File: src/rtl/mem_arbiter.sv
// Single-port arbiter sharing a variable-latency unified memory between fetch and data.
// Data has priority; a saturating counter forces a fetch grant after STARVE_LIMIT data wins.
module mem_arbiter #(
  parameter int unsigned ADDR_WIDTH   = 32,
  parameter int unsigned DATA_WIDTH   = 32,
  parameter int unsigned STARVE_LIMIT = 4
) (
  input  logic                  clk_i,
  input  logic                  rst_i,
  input  logic                  flush_i,
  input  logic                  if_req_valid_i,
  input  logic [ADDR_WIDTH-1:0] if_req_addr_i,
  output logic                  if_req_ready_o,
  output logic                  if_rsp_valid_o,
  output logic [DATA_WIDTH-1:0] if_rsp_data_o,
  input  logic                  d_req_valid_i,
  input  logic                  d_req_we_i,
  input  logic [ADDR_WIDTH-1:0] d_req_addr_i,
  input  logic [DATA_WIDTH-1:0] d_req_wdata_i,
  output logic                  d_req_ready_o,
  output logic                  d_rsp_valid_o,
  output logic [DATA_WIDTH-1:0] d_rsp_data_o,
  output logic                  mem_req_valid_o,
  output logic                  mem_req_we_o,
  output logic [ADDR_WIDTH-1:0] mem_req_addr_o,
  output logic [DATA_WIDTH-1:0] mem_req_wdata_o,
  input  logic                  mem_rsp_valid_i,
  input  logic [DATA_WIDTH-1:0] mem_rsp_data_i,
  output logic                  busy_o
);

  localparam int unsigned     CNT_W   = $clog2(STARVE_LIMIT + 1);
  localparam logic [CNT_W-1:0] CNT_MAX = CNT_W'(STARVE_LIMIT);
  localparam logic            OWN_I   = 1'b0;
  localparam logic            OWN_D   = 1'b1;

  typedef enum logic [1:0] {
    S_IDLE  = 2'd0,
    S_ISSUE = 2'd1,
    S_WAIT  = 2'd2,
    S_RESP  = 2'd3
  } state_e;

  state_e                state_q, state_d;
  logic                  owner_q, owner_d;
  logic                  we_q, we_d;
  logic [ADDR_WIDTH-1:0] addr_q, addr_d;
  logic [DATA_WIDTH-1:0] wdata_q, wdata_d;
  logic [DATA_WIDTH-1:0] rdata_q, rdata_d;
  logic                  drop_q, drop_d;
  logic [CNT_W-1:0]      cnt_q, cnt_d;
  logic                  live_q;
  logic                  win_i_c, win_d_c;
  logic                  out_en_c, issue_c;

  // State register
  always_ff @(posedge clk_i) begin
    if (!rst_i) state_q <= S_IDLE;
    else        state_q <= state_d;
  end

  // Transaction registers; live_q holds outputs quiet for the first cycle after reset
  always_ff @(posedge clk_i) begin
    if (!rst_i) begin
      owner_q <= 1'b0;
      we_q    <= 1'b0;
      addr_q  <= '0;
      wdata_q <= '0;
      rdata_q <= '0;
      drop_q  <= 1'b0;
      cnt_q   <= '0;
      live_q  <= 1'b0;
    end else begin
      owner_q <= owner_d;
      we_q    <= we_d;
      addr_q  <= addr_d;
      wdata_q <= wdata_d;
      rdata_q <= rdata_d;
      drop_q  <= drop_d;
      cnt_q   <= cnt_d;
      live_q  <= 1'b1;
    end
  end

  // Arbitration and next-state logic
  always_comb begin
    state_d = state_q;
    owner_d = owner_q;
    we_d    = we_q;
    addr_d  = addr_q;
    wdata_d = wdata_q;
    rdata_d = rdata_q;
    drop_d  = drop_q;
    cnt_d   = cnt_q;
    win_i_c = 1'b0;
    win_d_c = 1'b0;
    case (state_q)
      S_IDLE: begin
        if (live_q) begin
          if (d_req_valid_i && !(if_req_valid_i && (cnt_q == CNT_MAX))) win_d_c = 1'b1;
          else if (if_req_valid_i)                                      win_i_c = 1'b1;
        end
        if (win_d_c) begin
          state_d = S_ISSUE;
          owner_d = OWN_D;
          we_d    = d_req_we_i;
          addr_d  = d_req_addr_i;
          wdata_d = d_req_wdata_i;
          if (if_req_valid_i && (cnt_q != CNT_MAX)) cnt_d = cnt_q + CNT_W'(1);
        end else if (win_i_c) begin
          state_d = S_ISSUE;
          owner_d = OWN_I;
          we_d    = 1'b0;
          addr_d  = if_req_addr_i;
          wdata_d = '0;
          cnt_d   = '0;
        end
      end
      S_ISSUE: begin
        state_d = S_WAIT;
        if (flush_i && (owner_q == OWN_I)) drop_d = 1'b1;
      end
      S_WAIT: begin
        if (flush_i && (owner_q == OWN_I)) drop_d = 1'b1;
        if (mem_rsp_valid_i) begin
          state_d = S_RESP;
          rdata_d = mem_rsp_data_i;
        end
      end
      S_RESP: begin
        state_d = S_IDLE;
        drop_d  = 1'b0;
      end
      default: state_d = S_IDLE;
    endcase
  end

  assign out_en_c = rst_i & live_q;
  assign issue_c  = out_en_c & (state_q == S_ISSUE);

  assign if_req_ready_o  = out_en_c & win_i_c;
  assign d_req_ready_o   = out_en_c & win_d_c;
  // A flush in the response cycle itself still kills the fetch pulse
  assign if_rsp_valid_o  = out_en_c & (state_q == S_RESP) & (owner_q == OWN_I) & ~drop_q & ~flush_i;
  assign d_rsp_valid_o   = out_en_c & (state_q == S_RESP) & (owner_q == OWN_D);
  assign if_rsp_data_o   = out_en_c ? rdata_q : '0;
  assign d_rsp_data_o    = out_en_c ? rdata_q : '0;
  assign mem_req_valid_o = issue_c;
  assign mem_req_we_o    = issue_c & we_q;
  assign mem_req_addr_o  = issue_c ? addr_q : '0;
  assign mem_req_wdata_o = issue_c ? wdata_q : '0;
  assign busy_o          = out_en_c & (state_q != S_IDLE);

endmodule

File: config.mk
export PLATFORM = sky130hd
export DESIGN_NAME = mem_arbiter
export DESIGN_NICKNAME = d
export VERILOG_FILES = /design/src/rtl/mem_arbiter.sv
export SDC_FILE = /design/constraint.sdc
export NUM_CORES = 1
export LEC_CHECK = 0
export ABC_AREA = 1
export CELL_PAD_IN_SITES_DETAIL_PLACEMENT = 0
export CELL_PAD_IN_SITES_GLOBAL_PLACEMENT = 1
export CORE_MARGIN = 2
export CORE_UTILIZATION = 27
export DETAILED_ROUTE_END_ITERATION = 7
export GPL_ROUTABILITY_DRIVEN = 0
export HOLD_SLACK_MARGIN = 0.15
export PLACE_DENSITY = 0.79
export SYNTH_ARGS = -nofsm -noshare
export SYNTH_HDL_FRONTEND = slang
export SYNTH_SLANG_ARGS = --single-unit
export TNS_END_PERCENT = 50
File: constraint.sdc
create_clock -name clk_i -period 2 [get_ports clk_i]
set_clock_uncertainty 0.1 [all_clocks]
set_input_delay 0.3 -clock clk_i [delete_from_list [all_inputs] [get_ports clk_i]]
set_output_delay 0.3 -clock clk_i [all_outputs]
set_load 0.01 [all_outputs]
## After elaboration in Yosys (flattened, before gate mapping)

Cells that the tools add are included.

| word-level totals | value |
|---|---|
| flip-flop bits (word level) | 105 |
| input port bits | 135 |
| output and inout bits | 135 |
| word-level logic and storage cells | 77 |

| cells by class | value |
|---|---|
| add/subtract/negate cells | 1 |
| equality and inequality tests | 9 |
| muxes and demuxes | 29 |
| bitwise gates (word level) | 14 |
| reductions and logical operators | 15 |

Operator list:

| kind | number |
|---|---|
| $mux W32 | 7 |
| $mux W1 | 14 |
| $and A1 B1 Y1 | 11 |
| $mux W3 | 3 |
| $pmux W2 S4 | 1 |
| $reduce_and A2 Y1 | 4 |
| $mux W2 | 3 |
| $reduce_bool A2 Y1 | 3 |
| $eq A2 B2 Y1 const B | 2 |
| $logic_and A1 B1 Y1 | 4 |
| $ne A2 B2 Y1 const B | 2 |
| $add A3 B1 Y3 const B | 1 |
| $eq A3 B3 Y1 const B | 1 |
| $ne A3 B1 Y1 const B | 1 |
| $ne A3 B3 Y1 const B | 1 |
| $not A1 Y1 | 3 |
| $reduce_and A3 Y1 | 1 |
| $eq A2 B1 Y1 const B | 1 |
| $logic_not A2 Y1 | 1 |
| $ne A2 B1 Y1 const B | 1 |
| $pmux W1 S2 | 1 |
| $reduce_or A2 Y1 | 1 |
| $logic_not A1 Y1 | 1 |

## Logic depth before layout (Yosys ltp)

Gate-level depths: netlist (run 1).

| depth | value |
|---|---|
| word-level depth | 10 |
| gate-level depth with buffers | 9 |
| depth with buffers taken out | 8 |

## Worst setup path after synthesis (run 1)

OpenSTA, ideal clock, no wires.

| timing path | value |
|---|---|
| kind | register -> output |
| start | register state_q[0] |
| end | output if_req_ready_o |
| data arrival time | 1.385 ns |
| data required time | 1.600 ns |
| path slack | 0.215 ns |
| stages on the path, launching flop included | 6 |
| buffers on the path | 1 |
| path through | dfxtp_1 > inv_1 > ha_1 > nand3_2 > clkbuf_1 > nor3_1 |

| on the way | value |
|---|---|
| word-level cells in the longest chain between the ends | 3 |

Ends and longest elaborated chain:

| item | RTL line | text |
|---|---|---|
| start, declared | 44 | `state_e state_q, state_d;` |
| start signal, assigned | 59 | `else state_q <= state_d;` |
| $logic_not A2 Y1 | 97 | `case (state_q)` |
| $mux W1 | 97 |  |
| $and A1 B1 Y1 | 141 | `assign if_req_ready_o = out_en_c & win_i_c;` |
| end, declared | 13 | `output logic if_req_ready_o,` |

Every way passes these cells.

## Worst setup path after layout (run 1)

| timing path | value |
|---|---|
| start | register cnt_q[0] |
| end | output d_req_ready_o |

| on the way | value |
|---|---|
| word-level cells in the longest chain between the ends | 9 |

Ends and longest elaborated chain:

| item | RTL line | text |
|---|---|---|
| start, declared | 51 | `logic [CNT_W-1:0] cnt_q, cnt_d;` |
| start signal, assigned | 80 | `cnt_q <= cnt_d;` |
| $eq A3 B3 Y1 | 100 | `if (d_req_valid_i && !(if_req_valid_i && (cnt_q == CNT_MAX))) win_d_c = 1'b1;` |
| $logic_and A1 B1 Y1 | 100 |  |
| $logic_not A1 Y1 | 100 |  |
| $logic_and A1 B1 Y1 | 100 |  |
| $mux W1 | 100 |  |
| $mux W1 | 99 | `if (live_q) begin` |
| $mux W1 (2 in a row) | 97 |  |
| $and A1 B1 Y1 | 142 | `assign d_req_ready_o = out_en_c & win_d_c;` |
| end, declared | 20 | `output logic d_req_ready_o,` |

Every way passes these cells. The select of a mux whose other input is x is not followed.

==> out/metrics.csv, run 1 <==
stage;metric;value;unit
status;status;complete, no violations;
global_route;grt_pass1_wl;27980;µm
synth;post-synth-top-area-cell;dfxtp_1;
worst_setup_path;cpPeakStageDelay;0.33;ns
clock_tree;cts_hold_buf;0;
final_layout;area_delta_synth_final;56.48;%
timing;hold_violations;0;
synth;synthAdderAreaFrac;1.365;%
power_and_ir_drop;irDropWorstVdd;0.0004905;V
worst_setup_path;critPathRequiredTime;1.60;ns
global_route;antenna_found_initial;2;
timing;maxSlewHeadroom;62.25;%
worst_hold_path;min_from;rdata_q[11];
synth;synth_top_family_by_area;simple AND/OR/NAND/NOR gates;
worst_setup_path;endpoint_kind;output pin;
clock_tree;cts-root-buf;clkbuf_16;
synth;syn_area_per_cell;6.418;µm²
worst_setup_path;arrival;1.56;ns
power_and_ir_drop;power.leakage;0.004179;µW
clock_tree;clk_pin_slew;0.07;ns
placement;post-dp-hpwl;12250;µm
timing;holdWs;0.3549;ns
clock_tree;htree_levels;3;
synth;ys_seq_elements;105;
timing;rsz0062_at_grt;yes;
global_route;grt_overflow;0;
floorplanning;fp.dieArea;21530;µm²
routing;firstDrtPassIters;4;
floorplanning;row_count;52;
worst_hold_path;min_path_type;register to register;
synth;synth_top_area_share;38.22;%
worst_setup_path;crit_start;cnt_q[0];
worst_setup_path;crit_chain;inv_1 -> ha_1 -> nand3_2 -> nand4_4 -> nor2_4 -> clkdlybuf4s15_2;
routing;routed_wirelength;17660;µm
floorplanning;die_x;146.7;µm
synth;synth-compound-area-share;6.938;%
global_route;first_global_vias;5446;
worst_setup_path;reg2reg_from;live_q;
synth;synthSimpleGateAreaFrac;33.35;%
final_layout;layout-drive-gt1-share;10.81;%
final_layout;layout.nets;1229;
power_and_ir_drop;powerDensity;816.0;nW/µm²
synth;syn_area;5500;µm²
routing;detail_route.iter0.violations;189;
timing;drv_slew;0;
worst_setup_path;cp_slowest_cell;dfxtp_1;
floorplanning;core;20100;µm²
clock_tree;cts_tree;built;
worst_setup_path;worstSetupStartpointType;register;
routing;ant_nets;0;
timing;timing.final.crit_share;97.76;%
final_layout;fin_area;8607;µm²
global_route;grt_max_degree;65;
placement;postPlaceCellArea;8295;µm²
synth;synthTopCellsByArea;dfxtp_1 (38%), nor2_1 (14%), inv_1 (10%);
floorplanning;initial_core_util;27.36;%
floorplanning;io_pins;270;
clock_tree;cts.sinks;105;
synth;syn_nets;998;
timing;setup_tns;0;ns
timing;setup_violations;0;
synth;synth_xor_area_share;0.1592;%
synth;synth.distinct_cells;23;
power_and_ir_drop;p_total;7023;µW
global_route;grt_util_all_layers;15.96;%
clock_tree;clk_latency;0.34;ns
routing;num_vias;5812;
routing;avgViaCountPerCell;4.261;
final_layout;instances_no_fill;1364;
routing;routedWlPerCell;12.95;µm
clock_tree;clock_path_buffers;2;
clock_tree;cts_buffers;9;
timing;min_period;1.955;ns
timing;max_clock_freq;511.5;MHz
routing;post-route-drc-count;0;
floorplanning;die_h;146.7;µm
job;max-cap-violations;0;
timing;tightestPinTransition;0.5663;ns
placement;place_inst;1339;
placement;portBuffers;269;
synth;synthCells;857;
synth;ys_seq_area_share;38.22;%
synth;muxShareOfSynthArea;0;%
synth;yosys_warnings;0;
worst_setup_path;crit_fanout;3;
worst_setup_path;worstSetupPathType;register to output pin;
## layer usage
| layer | share of wire, % | up-vias | GRT usage [%] |
|---|---|---|---|
| li1 | - | 3040 | - |
| met1 | 44 | 2596 | 19.85 |
| met2 | 48 | 154 | 27.30 |
| met3 | 5.6 | 22 | 3.292 |
| met4 | 2.1 | 0 | 5.874 |
| met5 | 0 | - | 0 |
## sequential cells by signal, indices dropped and copies added (netlist names)
register  cells
rdata_q      32
we_q          1
owner_q       1
cnt_q         3
wdata_q      32
state_q       2
addr_q       32
drop_q        1
live_q        1
## cells by family after synthesis
group	Yosys count
and+or+nand+nor	428
xor gates and xnor gates	1
DFF	105
AOI/OAI and AO/OA	75
buffers and inverters	242
adders and majority gates	6
## final timing paths
check	endpoint	slack, ns	cells after the start
min	rdata_q[11]	0.35	2
min reg2reg	rdata_q[11]	0.35	2
max	d_req_ready_o	0.04	6
max reg2reg	wdata_q[23]	0.17	10
## area by class of cell
| class | count | area [µm²] |
|---|---|---|
| timing repair buffer | 308 | 2836 |
| antenna | 2 | 5.005 |
| tap | 270 | 337.8 |
| clock buffer | 11 | 252.7 |
| clock inverter | 4 | 98.84 |
| inverter | 154 | 580.6 |
| multi-input combinational | 510 | 2386 |
| fill | 2140 | 11500 |
| sequential | 105 | 2110 |
## timing repair
item,4_1_cts,5_1_grt
gates resized for setup,220,38
cloned,2,0
pin swaps,0,2
buffers inserted,3,3
endpoints found under the setup margin,135,89
endpoints found under the hold margin,0,0
## cells in the mapped netlist (all sizes together)
| library cell | instances |
|---|---|
| nand4 | 55 |
| ha | 6 |
| nand3 | 39 |
| nor2 | 213 |
| buf | 66 |
| o21ai | 36 |
| clkbuf | 22 |
| nor3 | 3 |
| a21oi | 38 |
| inv | 154 |
| nand2 | 118 |
| o211ai | 1 |
| dfxtp | 105 |
| xor2 | 1 |
## power breakdown
group / switching (µW) / leakage (µW) / internal [µW] / total, µW
combinational: 1230 / 0.00315 / 1050 / 2280
sequential: 162 / 0.000859 / 2490 / 2650
clock: 801 / 0.000172 / 1290 / 2090
total: 2190 / 0.00418 / 4830 / 7020
## critical path: cells and delay by family (launching register included)
kind	cells	cell delay, ns
adder cells (fa/ha/maj)	1	0.20
flip-flops	1	0.33
buffers and inverters	2	0.30
AND/OR/NAND/NOR	3	0.38
## through the flow
step	worst slack, ns	util (%)
6_report	0.04480	42.81
5_1_grt	-0.05040	42.80
2_1_floorplan	0.2151	-
3_3_place_gp	-0.2481	41.26
4_1_cts	-0.01210	43.00
3_5_place_dp	-0.2462	41.26
## layout by cell type (no fill, tap or decap), drive strengths merged, types with 38 or more instances in the layout
| cell | instances |
|---|---|
| clkdlybuf4s50 | 133 |
| dlygate4sd2 | 98 |
| buf | 52 |
| nor2 | 213 |
| nand4 | 55 |
| inv | 154 |
| a21oi | 38 |
| dfxtp | 105 |
| nand2 | 118 |
| nand3 | 39 |
Power figures use the tool's default switching activity.
==> run 2, diff against run 1 <==
--- a/config.mk
+++ b/config.mk
@@ -8,7 +8,6 @@
 export ABC_AREA = 1
 export CELL_PAD_IN_SITES_DETAIL_PLACEMENT = 0
 export CELL_PAD_IN_SITES_GLOBAL_PLACEMENT = 1
-export CORE_MARGIN = 2
 export CORE_UTILIZATION = 27
 export DETAILED_ROUTE_END_ITERATION = 7
 export GPL_ROUTABILITY_DRIVEN = 0
==> out/metrics.csv, run 2 (synthesized netlist as in run 1, its figures left out) <==
stage;metric;value;unit;change
clock_tree;clk_latency;0.35;ns;about the same
worst_setup_path;reg2reg_from;live_q;;
placement;portBuffers;269;;unchanged
timing;drv_slew;0;;unchanged
timing;hold_violations;0;;unchanged
global_route;antenna_found_initial;0;;-2
clock_tree;clock_path_buffers;2;;unchanged
worst_setup_path;endpoint_kind;output pin;;
floorplanning;die_x;144.7;µm;-1.4%
placement;dpl_worst_slack;-0.2394;ns;+0.006789 ns
power_and_ir_drop;irDropWorstVdd;0.0003835;V;-22%
final_layout;largest_registers;addr_q x32, rdata_q x32, wdata_q x32;;
power_and_ir_drop;powerDensity;776.1;nW/µm²;-4.9%
worst_setup_path;reg2reg_slack;0.21;ns;+0.04 ns
routing;routed_wirelength;17470;µm;-1.1%
final_layout;n_fill_cell;2136;;-0.19%
clock_tree;cts_tree;built;;
clock_tree;cts-root-buf;clkbuf_16;;
final_layout;diodes;0;;-2
power_and_ir_drop;power.leakage;0.004092;µW;-2.1%
worst_setup_path;reg2reg_to;wdata_q[29];;
final_layout;mostFrequentLayoutCells;nor2_1 (201), inv_1 (150), clkdlybuf4s50_1 (133);;
global_route;grt_overflow;0;;unchanged
worst_setup_path;ff2ff_path_depth;8;;-2
worst_setup_path;cp-endpoint;mem_req_wdata_o[5];;
status;status;complete, no violations;;
job;max-cap-violations;0;;unchanged
global_route;grt_max_degree;57;;-12%
routing;detail_route.iter0.violations;235;;+24%
timing;holdWs;0.2818;ns;-0.07304 ns
timing;tightestPinTransition;0.5686;ns;+0.002300 ns
worst_setup_path;worstSetupStartpointType;register;;
final_layout;final_common_cell;nor2_1;;
floorplanning;core;19720;µm²;-1.9%
routing;post-route-drc-count;0;;unchanged
power_and_ir_drop;clock_power_share;25.8;%;-4.0 points
routing;ant_nets;0;;unchanged
power_and_ir_drop;pwr-share-seq;40.4;%;+2.6 points
floorplanning;io_pins;270;;unchanged
clock_tree;cts_buffers;9;;unchanged
clock_tree;cts.sinks;105;;unchanged
global_route;first_global_vias;5175;;-5.0%
clock_tree;clk_pin_slew;0.07;ns;about the same
placement;post-dp-hpwl;12070;µm;-1.5%
power_and_ir_drop;p_total;6562;µW;-6.6%
power_and_ir_drop;power_frac_comb;33.8;%;+1.4 points
power_and_ir_drop;intPower;4353;µW;-9.9%
timing;setup_violations;0;;unchanged
floorplanning;initial_core_util;27.90;%;+0.54 points
final_layout;layout-drive-gt1-share;10.21;%;-0.59 points
global_route;grt_pass1_wl;26640;µm;-4.8%
timing;final.setup.worst_slack;0.06530;ns;+0.02049 ns
worst_hold_path;min_path_type;input port to register;;
timing;max_clock_freq;516.9;MHz;+1.1%
timing;timing.final.crit_share;96.74;%;-1.0 points
timing;min_period;1.935;ns;-0.02049 ns
power_and_ir_drop;p_sw;2210;µW;+0.71%
worst_setup_path;crit_fanout;38;;+35
final_layout;area_delta_synth_final;53.73;%;
power_and_ir_drop;switching_share;33.67;%;+2.4 points
routing;firstDrtPassIters;4;;unchanged
routing;num_vias;5774;;-0.65%
clock_tree;htree_levels;3;;unchanged
timing;maxSlewHeadroom;62.09;%;-0.15 points
routing;avgViaCountPerCell;4.271;;+0.23%
floorplanning;die_h;144.7;µm;-1.4%
floorplanning;row_count;51;;-1.9%
global_route;grt_util_all_layers;16.33;%;+0.37 points
worst_setup_path;crit_start;state_q[1];;
routing;routedWlPerCell;12.92;µm;-0.23%
worst_setup_path;worstSetupPathType;register to output pin;;
worst_setup_path;arrival;1.53;ns;-0.03 ns
timing;rsz0062_at_grt;yes;;
timing;setup_tns;0;ns;unchanged
worst_setup_path;critPathRequiredTime;1.60;ns;about the same
floorplanning;fp.dieArea;20950;µm²;-2.7%
final_layout;layout.nets;1223;;-0.49%
## run 2: worst min-delay path by stage
stage / slack (ns) / cells after the start / to / startpoint
2_1_floorplan: 0.23 / 0 / live_q / rst_i
3_3_place_gp: 0.34 / 2 / rdata_q[5] / rdata_q[5]
3_5_place_dp: 0.35 / 2 / rdata_q[4] / rdata_q[4]
4_1_cts: 0.26 / 4 / cnt_q[1] / rst_i
5_1_grt: 0.30 / 4 / cnt_q[1] / rst_i
6_report: 0.28 / 4 / cnt_q[1] / rst_i
## run 2: critical path: stages (launching register included)
cell and delay [ns]:
dfxtp_2 0.33, inv_2 0.05, ha_4 0.17, nand2_8 0.09, buf_12 0.20, nor2_1 0.06
dlygate4sd2_1 0.29
## run 2: final cells by class
class                      count  area, µm²  share of cell area (%)
clock buffer                  10      229.0                   2.708
clock inverter                 6      51.30                  0.6067
inverter                     154      578.1                   6.836
multi-input combinational    510       2389                   28.25
sequential                   105       2107                   24.92
tap                          265      331.6                   3.921
timing repair buffer         302       2770                   32.76
## run 2: through the flow
step                      area, µm²  std cells  util [%]
final                          8456       1352     42.88
after global routing           8456       1352     42.88
after CTS                      8509       1352     43.16
after detailed placement       8294       1333     42.06
after global placement         8294       1333     42.06
after floorplan                5500        857         -
## run 2: layer usage
layer | share of wire [%] | track usage (%)
met2 | 48 | 28.19
met3 | 6.4 | 3.817
met1 | 45 | 20.06
met5 | 0 | 0
met4 | 1.3 | 4.820
## run 2: repair_timing
action	in CTS	in global routing
gates resized for setup	202	51
cloned	1	0
buffers inserted	2	0
hold buffers	0	0
setup endpoints to repair	135	55
pin swaps	0	1
## run 2: power groups by stage
stage	Sequential (µW)	Clock, µW	Combinational (µW)
global route	2690	1850	2530
detailed placement	2690	0	2170
CTS	2650	1780	2190
global placement	2680	0	2160
finish	2650	1690	2220
floorplan	2660	0	1380
